--- config.mk ---
export PLATFORM = sky130hd
export DESIGN_NAME = gt_producer
export DESIGN_NICKNAME = d
export VERILOG_FILES = /design/src/rtl/gt_producer.sv
export SDC_FILE = /design/constraint.sdc
export NUM_CORES = 1
export LEC_CHECK = 0
export ABC_AREA = 1
export BUFFER_PORTS_ARGS = -buffer_cell sky130_fd_sc_hd__buf_2
export CAP_MARGIN = 10
export CORE_UTILIZATION = 51
export CTS_CLUSTER_DIAMETER = 150
export DETAILED_ROUTE_END_ITERATION = 10
export PLACE_DENSITY = 0.75
export SETUP_SLACK_MARGIN = 0.1
export SYNTH_ARGS = -nofsm -noshare
export SYNTH_HDL_FRONTEND = slang
export SYNTH_SLANG_ARGS = --single-unit
export TNS_END_PERCENT = 1
--- constraint.sdc ---
create_clock -name clk -period 2.2 [get_ports clk]
set_input_delay 0.22 -clock clk [delete_from_list [all_inputs] [get_ports clk]]
set_output_delay 0.22 -clock clk [all_outputs]
set_load 0.02 [all_outputs]
--- src/rtl/gt_producer.sv ---
// Windowed above-threshold sample counter feeding the control block's gt/t_g_gt interface.
// Optional ack timeout enabled by defining GT_PRODUCER_TIMEOUT_EN.
module gt_producer #(
    parameter int unsigned WIDTH   = 8,
    parameter int unsigned WINDOW  = 16,
    parameter int unsigned TIMEOUT = 32
) (
    input  logic             clk,
    input  logic             rst,
    input  logic             start,
    input  logic [WIDTH-1:0] thr,
    input  logic [7:0]       lim,
    input  logic [WIDTH-1:0] din,
    input  logic             din_valid,
    input  logic             ack,
    output logic [7:0]       gt,
    output logic             t_g_gt,
    output logic             gt_valid,
    output logic             busy,
    output logic             err
);

    if (WINDOW < 1 || WINDOW > 255) begin : g_bad_window
        $error("gt_producer: WINDOW must be in 1..255");
    end
    if (TIMEOUT < 1 || TIMEOUT > 255) begin : g_bad_timeout
        $error("gt_producer: TIMEOUT must be in 1..255");
    end

    localparam logic [7:0] LAST_IDX = 8'(WINDOW - 1);

    typedef enum logic [1:0] {
        IDLE    = 2'd0,
        ACCUM   = 2'd1,
        PRESENT = 2'd2
    } state_t;

    state_t           r_state, w_state_nxt;
    logic [WIDTH-1:0] r_thr,   w_thr_nxt;
    logic [7:0]       r_lim,   w_lim_nxt;
    logic [7:0]       r_count, w_count_nxt;
    logic [7:0]       r_idx,   w_idx_nxt;
    logic [7:0]       r_gt,    w_gt_nxt;
    logic             r_tgt,   w_tgt_nxt;
    logic             r_gtv,   w_gtv_nxt;
    logic             w_hit;
    logic [7:0]       w_count_acc;

`ifdef GT_PRODUCER_TIMEOUT_EN
    localparam logic [7:0] LAST_WAIT = 8'(TIMEOUT - 1);
    logic [7:0] r_wait, w_wait_nxt;
    logic       r_err,  w_err_nxt;
`endif

    always_ff @(posedge clk or negedge rst) begin
        if (!rst) begin
            r_state <= IDLE;
            r_thr   <= '0;
            r_lim   <= '0;
            r_count <= '0;
            r_idx   <= '0;
            r_gt    <= '0;
            r_tgt   <= 1'b0;
            r_gtv   <= 1'b0;
`ifdef GT_PRODUCER_TIMEOUT_EN
            r_wait  <= '0;
            r_err   <= 1'b0;
`endif
        end else begin
            r_state <= w_state_nxt;
            r_thr   <= w_thr_nxt;
            r_lim   <= w_lim_nxt;
            r_count <= w_count_nxt;
            r_idx   <= w_idx_nxt;
            r_gt    <= w_gt_nxt;
            r_tgt   <= w_tgt_nxt;
            r_gtv   <= w_gtv_nxt;
`ifdef GT_PRODUCER_TIMEOUT_EN
            r_wait  <= w_wait_nxt;
            r_err   <= w_err_nxt;
`endif
        end
    end

    // Saturating count including the sample on the current cycle.
    always_comb begin
        w_hit       = (din > r_thr);
        w_count_acc = (w_hit && (r_count != 8'hFF)) ? r_count + 8'd1 : r_count;
    end

    always_comb begin
        w_state_nxt = r_state;
        w_thr_nxt   = r_thr;
        w_lim_nxt   = r_lim;
        w_count_nxt = r_count;
        w_idx_nxt   = r_idx;
        w_gt_nxt    = r_gt;
        w_tgt_nxt   = r_tgt;
        w_gtv_nxt   = r_gtv;
`ifdef GT_PRODUCER_TIMEOUT_EN
        w_wait_nxt  = r_wait;
        w_err_nxt   = r_err;
`endif
        case (r_state)
            IDLE: begin
                if (start) begin
                    w_thr_nxt   = thr;
                    w_lim_nxt   = lim;
                    w_count_nxt = '0;
                    w_idx_nxt   = '0;
                    w_state_nxt = ACCUM;
                end
            end
            ACCUM: begin
                if (din_valid) begin
                    w_count_nxt = w_count_acc;
                    w_idx_nxt   = r_idx + 8'd1;
                    if (r_idx == LAST_IDX) begin
                        w_gt_nxt    = w_count_acc;
                        w_tgt_nxt   = (w_count_acc > r_lim);
                        w_gtv_nxt   = 1'b1;
                        w_state_nxt = PRESENT;
`ifdef GT_PRODUCER_TIMEOUT_EN
                        w_wait_nxt  = '0;
`endif
                    end
                end
            end
            PRESENT: begin
                if (ack) begin
                    w_gt_nxt    = '0;
                    w_tgt_nxt   = 1'b0;
                    w_gtv_nxt   = 1'b0;
                    w_state_nxt = IDLE;
                end
`ifdef GT_PRODUCER_TIMEOUT_EN
                // ack on the final wait cycle takes priority over the timeout.
                else if (r_wait == LAST_WAIT) begin
                    w_gt_nxt    = '0;
                    w_tgt_nxt   = 1'b0;
                    w_gtv_nxt   = 1'b0;
                    w_err_nxt   = 1'b1;
                    w_state_nxt = IDLE;
                end else begin
                    w_wait_nxt  = r_wait + 8'd1;
                end
`endif
            end
            default: begin
                w_state_nxt = IDLE;
            end
        endcase
    end

    assign gt       = r_gt;
    assign t_g_gt   = r_tgt;
    assign gt_valid = r_gtv;
    assign busy     = (r_state != IDLE);
`ifdef GT_PRODUCER_TIMEOUT_EN
    assign err      = r_err;
`else
    assign err      = 1'b0;
`endif

endmodule

==> summary.md, run 1 <==
| Metric | Value |
|---|---|
| Total gr overflow | 0 |
| Final worst path period need | 2.42 ns |
| Hold crit path type | input pin to flop |
| Highest clock rate | just over 0.4 GHz |
| Clk_lat worst skew | 0.30 ns |
| Status | finished, violations left |
| Worst-path clk slew | 0.08 ns |
| DIE AREA | 0.00536 mm² |
| Hpwl dp | 4120 µm |
| Maximum VDD drop | 0.610 mV |
| Clock power share | 12.7% |
| DR iter-0 viols | 156 |
| WL final | between 6000 and 7000 µm |
| Register-to-register setup slack | -0.22 ns |
| CP Launch Type | flop |
| Antenna-violating nets left | 0 |
| Final Hold Vio Count | 0 |
| Avg Inst Size Synth | 7.84 µm² |
| PwrDens | around 1500 mW/mm² |
| Synth warn | 0 |
| DR pass1 iterations | 5 |
| Initial antenna violation count | 0 |
| Io pins | 41 |
| Most frequent cells in the layout | 91 x nand2_1, 44 x dfrtp_1, 39 x buf_2 |
| CTS sink cnt | 44 |
| Final worst slack | -0.218 ns |
| Die H | 73.2 µm |
| Vias | 2,430 |
| Inst Count DP | 451 |
| Distinct cells, synth | 32 |
| Gr usage total | 26.9% |
| Worst path arrival time | 2.62 ns |
| Endpoints failing setup | 3 |
| Mapped cell area | around 0.0026 mm² |
| Register area | 0.00110 mm² |
| Root buffer cell | clkbuf_8 |
| GR met1 Demand/Resource | about 35% |
| Num CTS Buffers | 5 |
| R2R Path End | t_g_gt$_DFFE_PN0P_ |
| Vias in the first global route | 2,382 |
| Hold path start | ack |
| Max-cap viol count | 0 |
| Worst setup path start | r_thr[5]$_DFFE_PN0P_ |
| Vias/cell | 5.12 |
| Net Sw Frac | 42.3% |
| R2R Path Start | r_thr[5]$_DFFE_PN0P_ |
| Comb pwr share | 62.5% |
| Largest net degree at the start of global routing | 45 |
| Crit path max fanout | 5 |
| H-tree levels | 2 |
| Fill cells | 329 |
| Final Cycle Share | 110% |
| CP endpoint | t_g_gt$_DFFE_PN0P_ |
| Failing checks | setup timing |
| Met2 usage | 42.1% |
| Multi-input gate area | 0.00153 mm² |
| WHS | 0.115 ns |
| P_sw | 2280 µW |
| Max clock buf depth | 2 |
| Starting density of the core | 54.0% |
| Internal power | between 3000 and 4000 µW |
| First-pass GRT wire length | 10,900 µm |
| Post-synthesis register bit count | 44 |
| Crit path capture type | flop |
| Slew @ Worst Pin | 0.581 ns |
| RSZ-0062 raised after global routing | true |
| # port buffers | 39 |
| Max Slew Vio Count | 0 |
| Met3 usage | 6.77% |
| Share of cells above drive strength 1 | 35.3% |
| Routed WL per cell | 13.9 µm |
| Residual DRC | 0 |
| Busiest grt layer | met2 |
| Die width | 73.2 µm |
| Area growth syn-to-layout | 36.2% |
| Syn Nets | 377 |
| Leakage | 0.00181 µW |
| Core area | 0.00479 mm² |
| CTS tree | built |
| RD Place Congestion | between 0.9 and 1 |
| Rows | 25 |
| Seq pwr share | 24.8% |
| Diode count | 0 |
| Synth Instances | 330 |
| Final Non-Filler Cells | 475 |
| Sequential area share after synthesis | about 43% |
| Commonest non-fill, non-tap cell in the layout | nand2_1 |
| Setup CP Type | flop to flop |
| Slew HR | approximately 61% |
| Worst Skew | 0.00647 ns |
| Nets@finish | 454 |
| Critical path required time | around 2.4 ns |
| R2R cell count | 16 |
-- per-stage QoR --
| stage | util, % | power, µW | setup WS, ns | TNS [ns] | cell area [µm²] |
|---|---|---|---|---|---|
| 2_1_floorplan | - | 2890 | 0.0281 | 0 | 2630 |
| 3_3_place_gp | 63.4 | 3610 | -0.192 | -0.192 | 3040 |
| 3_5_place_dp | 63.4 | 3670 | -0.233 | -0.233 | 3040 |
| 4_1_cts | 72.6 | 5040 | -0.109 | -0.201 | 3470 |
| 5_1_grt | 73.6 | 5770 | -0.341 | -0.748 | 3520 |
| 6_report | 73.6 | 5390 | -0.218 | -0.450 | 3520 |
-- synthesized netlist by cell type --
master | n | share of area, %
nand2_1 | 104 | 15
dfrtp_1 | 44 | 43
inv_1 | 43 | 6.2
nand3_1 | 22 | 4.3
o21ai_0 | 21 | 4.1
ha_1 | 18 | 8.7
nor2_1 | 12 | 1.7
a21oi_1 | 11 | 2.1
nand4_1 | 11 | 2.7
and2_1 | 6 | 1.5
nand2_2 | 5 | 1.2
nor3_1 | 5 | 0.97
buf_2 | 3 | 0.58
nand2_4 | 3 | 1.3
inv_6 | 2 | 0.68
nand3_2 | 2 | 0.77
nor2_2 | 2 | 0.48
o21ai_1 | 2 | 0.39
a21o_1 | 1 | 0.29
a21oi_2 | 1 | 0.34
buf_4 | 1 | 0.29
buf_6 | 1 | 0.44
clkinv_1 | 1 | 0.14
conb_1 | 1 | 0.14
inv_2 | 1 | 0.14
nand4_2 | 1 | 0.48
nor2_4 | 1 | 0.44
nor3b_4 | 1 | 0.73
o21a_1 | 1 | 0.29
o31ai_1 | 1 | 0.29
xnor2_1 | 1 | 0.34
xor2_1 | 1 | 0.34
-- how the worst min path moves through the flow --
stage	end	cells past startpoint
6_report	r_state[1]$_DFFE_PN0P_	2
5_1_grt	r_state[1]$_DFFE_PN0P_	2
4_1_cts	r_state[1]$_DFFE_PN0P_	2
3_5_place_dp	r_thr[2]$_DFFE_PN0P_	2
3_3_place_gp	r_thr[2]$_DFFE_PN0P_	2
2_1_floorplan	gt[0]$_DFFE_PN0P_	0
-- sequential cells by signal, indices dropped and copies added, names as in the netlist --
name and count:
r_count 8, t_g_gt 1, r_lim 8, r_state 2, gt_valid 1, gt 8
r_idx 8, r_thr 8
-- power by group through the flow --
stage | clock, µW | combinational [µW] | sequential, µW
2_1_floorplan | 0 | 1520 | 1370
3_3_place_gp | 0 | 2290 | 1320
3_5_place_dp | 0 | 2350 | 1330
4_1_cts | 695 | 3030 | 1320
5_1_grt | 725 | 3680 | 1370
6_report | 685 | 3370 | 1340
-- worst max-delay path, stage by stage (launching register included) --
cell and delay [ns]:
dfrtp_1 0.39, inv_2 0.09, ha_4 0.21, a21oi_4 0.13, nor2_2 0.06, nor2_4 0.17
nand2_4 0.10, nand2_2 0.09, nand2_1 0.07, nand2_1 0.09, inv_1 0.07, ha_4 0.28
nand4_1 0.18, nor3_2 0.16, nor2_1 0.07, o21ai_1 0.08, nand2_1 0.06
-- logic make-up (layout without fill, tap and decap cells) --
group | Yosys count | count (layout) | share of synthesized area [%]
compound gates | 38 | 38 | 7.79
buf+inv | 52 | 129 | 8.51
other cells | 1 | 1 | 0.145
xor+xnor | 2 | 2 | 0.677
simple gates | 175 | 176 | 31.6
fa+ha+maj | 18 | 18 | 8.71
flops | 44 | 44 | 42.6
-- layout make-up --
class                   count  area share (%)
clock buffers               7            2.74
inverters                  47            5.29
well taps                  67            2.38
multi-input cells         235            43.5
repair buffers             74            14.0
clock inverters             1           0.853
flip-flops and latches     44            31.3
-- metal layers --
metal | share of wire (%) | up-vias
li1 | - | 1218
met1 | 44 | 1099
met2 | 47 | 85
met3 | 5.0 | 28
met4 | 3.5 | 0
met5 | 0 | -
-- what timing repair did --
item,4_1_cts,5_1_grt
hold endpoints to repair,44,0
setup buffers,13,1
pin swaps,22,8
hold buffers,1,0
endpoints found under the setup margin,1,3
gates resized for setup,35,10
cloned,1,0
(Power assumes the default switching activity.)
==> run 2, diff against run 1 <==
--- a/config.mk
+++ b/config.mk
@@ -8,11 +8,14 @@
 export ABC_AREA = 1
 export BUFFER_PORTS_ARGS = -buffer_cell sky130_fd_sc_hd__buf_2
 export CAP_MARGIN = 10
-export CORE_UTILIZATION = 51
+export CELL_PAD_IN_SITES_DETAIL_PLACEMENT = 0
+export CELL_PAD_IN_SITES_GLOBAL_PLACEMENT = 1
+export CORE_UTILIZATION = 37
 export CTS_CLUSTER_DIAMETER = 150
 export DETAILED_ROUTE_END_ITERATION = 10
-export PLACE_DENSITY = 0.75
+export PLACE_DENSITY = 0.74
 export SETUP_SLACK_MARGIN = 0.1
+export SKIP_CTS_REPAIR_TIMING = 1
 export SYNTH_ARGS = -nofsm -noshare
 export SYNTH_HDL_FRONTEND = slang
 export SYNTH_SLANG_ARGS = --single-unit
==> run 2 against run 1 <==
Effect of this change: the flow still finishes with violations (setup timing); power is 7.8% lower; routed wire length down 8.5%; worst setup slack gained 0.057 ns; register-to-register slack improved by 0.06 ns; die area is 37% higher; clock power decreased by 0.6%; cell area down 1.4%; first-iteration DRC count is 41% lower; core utilization fell by 22 points; critical endpoint unchanged.
==> summary.md, run 2 (synthesis gave the netlist of run 1 again) <==
| Metric | Value |
|---|---|
| Worst hold path endpoint | r_lim[7]$_DFFE_PN0P_ |
| Residual DRC | 0 |
| Hold crit path type | input pin to flop |
| CTS tree | built |
| R2R Path Start | r_thr[5]$_DFFE_PN0P_ |
| Max incr delay on CP | 0.36 ns |
| CP cell instances | inv_1 -> ha_4 -> a21oi_4 -> nor2_4 -> nor2_4 -> nand2_4 -> nand3_4 -> nand2_2 -> and2_4 -> ha_1 -> nand4_1 -> nor3_2 -> nor2_1 -> o21ai_1 -> nand2_1 |
| Register-to-register setup slack | -0.16 ns |
| Crit path max fanout | 6 |
| Worst Skew | 0.0109 ns |
| Commonest non-fill, non-tap cell in the layout | nand2_1 |
| Worst-path clk slew | 0.09 ns |
| Max-cap viol count | 0 |
| CP most frequent cell | nor2_4 |
| Die H | 85.6 µm |
| Total gr overflow | 0 |
| RSZ-0062 raised after global routing | true |
| Final worst path period need | 2.36 ns |
| Vias/cell | 4.70 |
| Gr usage total | 16.9% |
| Critical path required time | 2.39 ns |
| Leakage | 0.00178 µW |
| CP max stage cell | dfrtp_1 |
| Area growth syn-to-layout | 34.3% |
| Core area | 0.00676 mm² |
| Slew @ Worst Pin | 0.565 ns |
| Most frequent cells in the layout | 92 x nand2_1, 44 x dfrtp_1, 39 x buf_2 |
| Hold-critical path depth | 3 |
| PwrDens | ~1400 mW/mm² |
| Clk_lat worst skew | ~0.3 ns |
| RD Place Congestion | 0.840 |
| Final Hold Vio Count | 0 |
| Crit path capture type | flop |
| Routed WL per cell | ~13 µm |
| Die width | 85.6 µm |
| Place WS | -0.211 ns |
| Highest clock rate | 0.424 GHz |
| Fill cells | 645 |
| Rows | 30 |
| Crit-path leading delay family | simple AND/OR/NAND/NOR gates |
| Multi-input gate area | roughly 0.0015 mm² |
| Setup CP Type | flop to flop |
| # port buffers | 39 |
| Final worst slack | -0.161 ns |
| Vias in the first global route | between 2,000 and 2,500 |
| DR iter-0 viols | 92 |
| Nets@finish | 449 |
| DR pass1 iterations | 4 |
| Max clock buf depth | 2 |
| Maximum VDD drop | 0.444 mV |
| WP depth | 15 |
| Status | finished, violations left |
| Worst path arrival time | 2.55 ns |
| Endpoints failing setup | 1 |
| Starting density of the core | 38.3% |
| R2R cell count | 15 |
| H-tree levels | 2 |
| Design Area, Final | 0.00347 mm² |
| Largest net degree at the start of global routing | 31 |
| Share of cells above drive strength 1 | roughly a third |
| Vias | 2,272 |
| DP Area | 0.00307 mm² |
| Failing checks | setup timing |
| Antenna-violating nets left | 0 |
| Hold path start | lim[7] |
| Num CTS Buffers | 5 |
| DIE AREA | 0.00733 mm² |
| WL final | between 6000 and 7000 µm |
| Initial antenna violation count | 0 |
| Diode count | 0 |
| CP Buf/Inv Count | 1 |
| Final Cycle Share | 107% |
| Setup TNS | -0.161 ns |
| Register area | 0.00110 mm² |
| Max Slew Vio Count | 0 |
| CTS sink cnt | 44 |
| CP Launch Type | flop |
| Hpwl dp | 4420 µm |
| Io pins | 41 |
| Slew HR | 62.3% |
| First-pass GRT wire length | 9750 µm |
| Root buffer cell | clkbuf_8 |
| R2R Path End | t_g_gt$_DFFE_PN0P_ |
run 2: through the flow:
stage / instances / utilization, % / hold WS [ns] / power, µW
floorplan: 330 / - / -0.0756 / 2890
global placement: 467 / 45.5 / 0.255 / 3660
detailed placement: 467 / 45.5 / 0.255 / 3690
CTS: 475 / 47.4 / -0.0852 / 4400
global route: 483 / 51.4 / 0.117 / 5430
finish: 483 / 51.4 / 0.125 / 4970
run 2: cell type report:
cell class	count	share of cell area, %
timing repair buffer	69	12.6
tap	80	2.88
clock buffer	7	2.77
multi-input combinational	235	43.7
sequential	44	31.7
clock inverter	1	0.865
inverter	47	5.37
run 2: worst max path at each step:
stage | startpoint | end
floorplan | r_thr[5]$_DFFE_PN0P_ | t_g_gt$_DFFE_PN0P_
global placement | r_thr[3]$_DFFE_PN0P_ | t_g_gt$_DFFE_PN0P_
detailed placement | r_thr[3]$_DFFE_PN0P_ | t_g_gt$_DFFE_PN0P_
CTS | r_thr[3]$_DFFE_PN0P_ | t_g_gt$_DFFE_PN0P_
global route | r_thr[5]$_DFFE_PN0P_ | t_g_gt$_DFFE_PN0P_
finish | r_thr[5]$_DFFE_PN0P_ | t_g_gt$_DFFE_PN0P_
run 2: worst min-delay path, cell delays in order:
cell and delay (ns):
buf_2 0.07, nand2_1 0.04, o21ai_0 0.06
run 2: power by group:
group | switching, µW | total [µW] | internal [µW] | leakage, µW
Combinational | 1610 | 2980 | 1370 | 0.00116
Sequential | 186 | 1310 | 1130 | 0.000559
Clock | 280 | 681 | 401 | 0.0000645
Total | 2080 | 4970 | 2900 | 0.00178
run 2: layer usage:
metal | part of all wire [%] | track usage (%)
met1 | 49 | 22.4
met2 | 46 | 27.3
met3 | 3.2 | 3.37
met4 | 1.6 | 6.21
met5 | 0 | 0
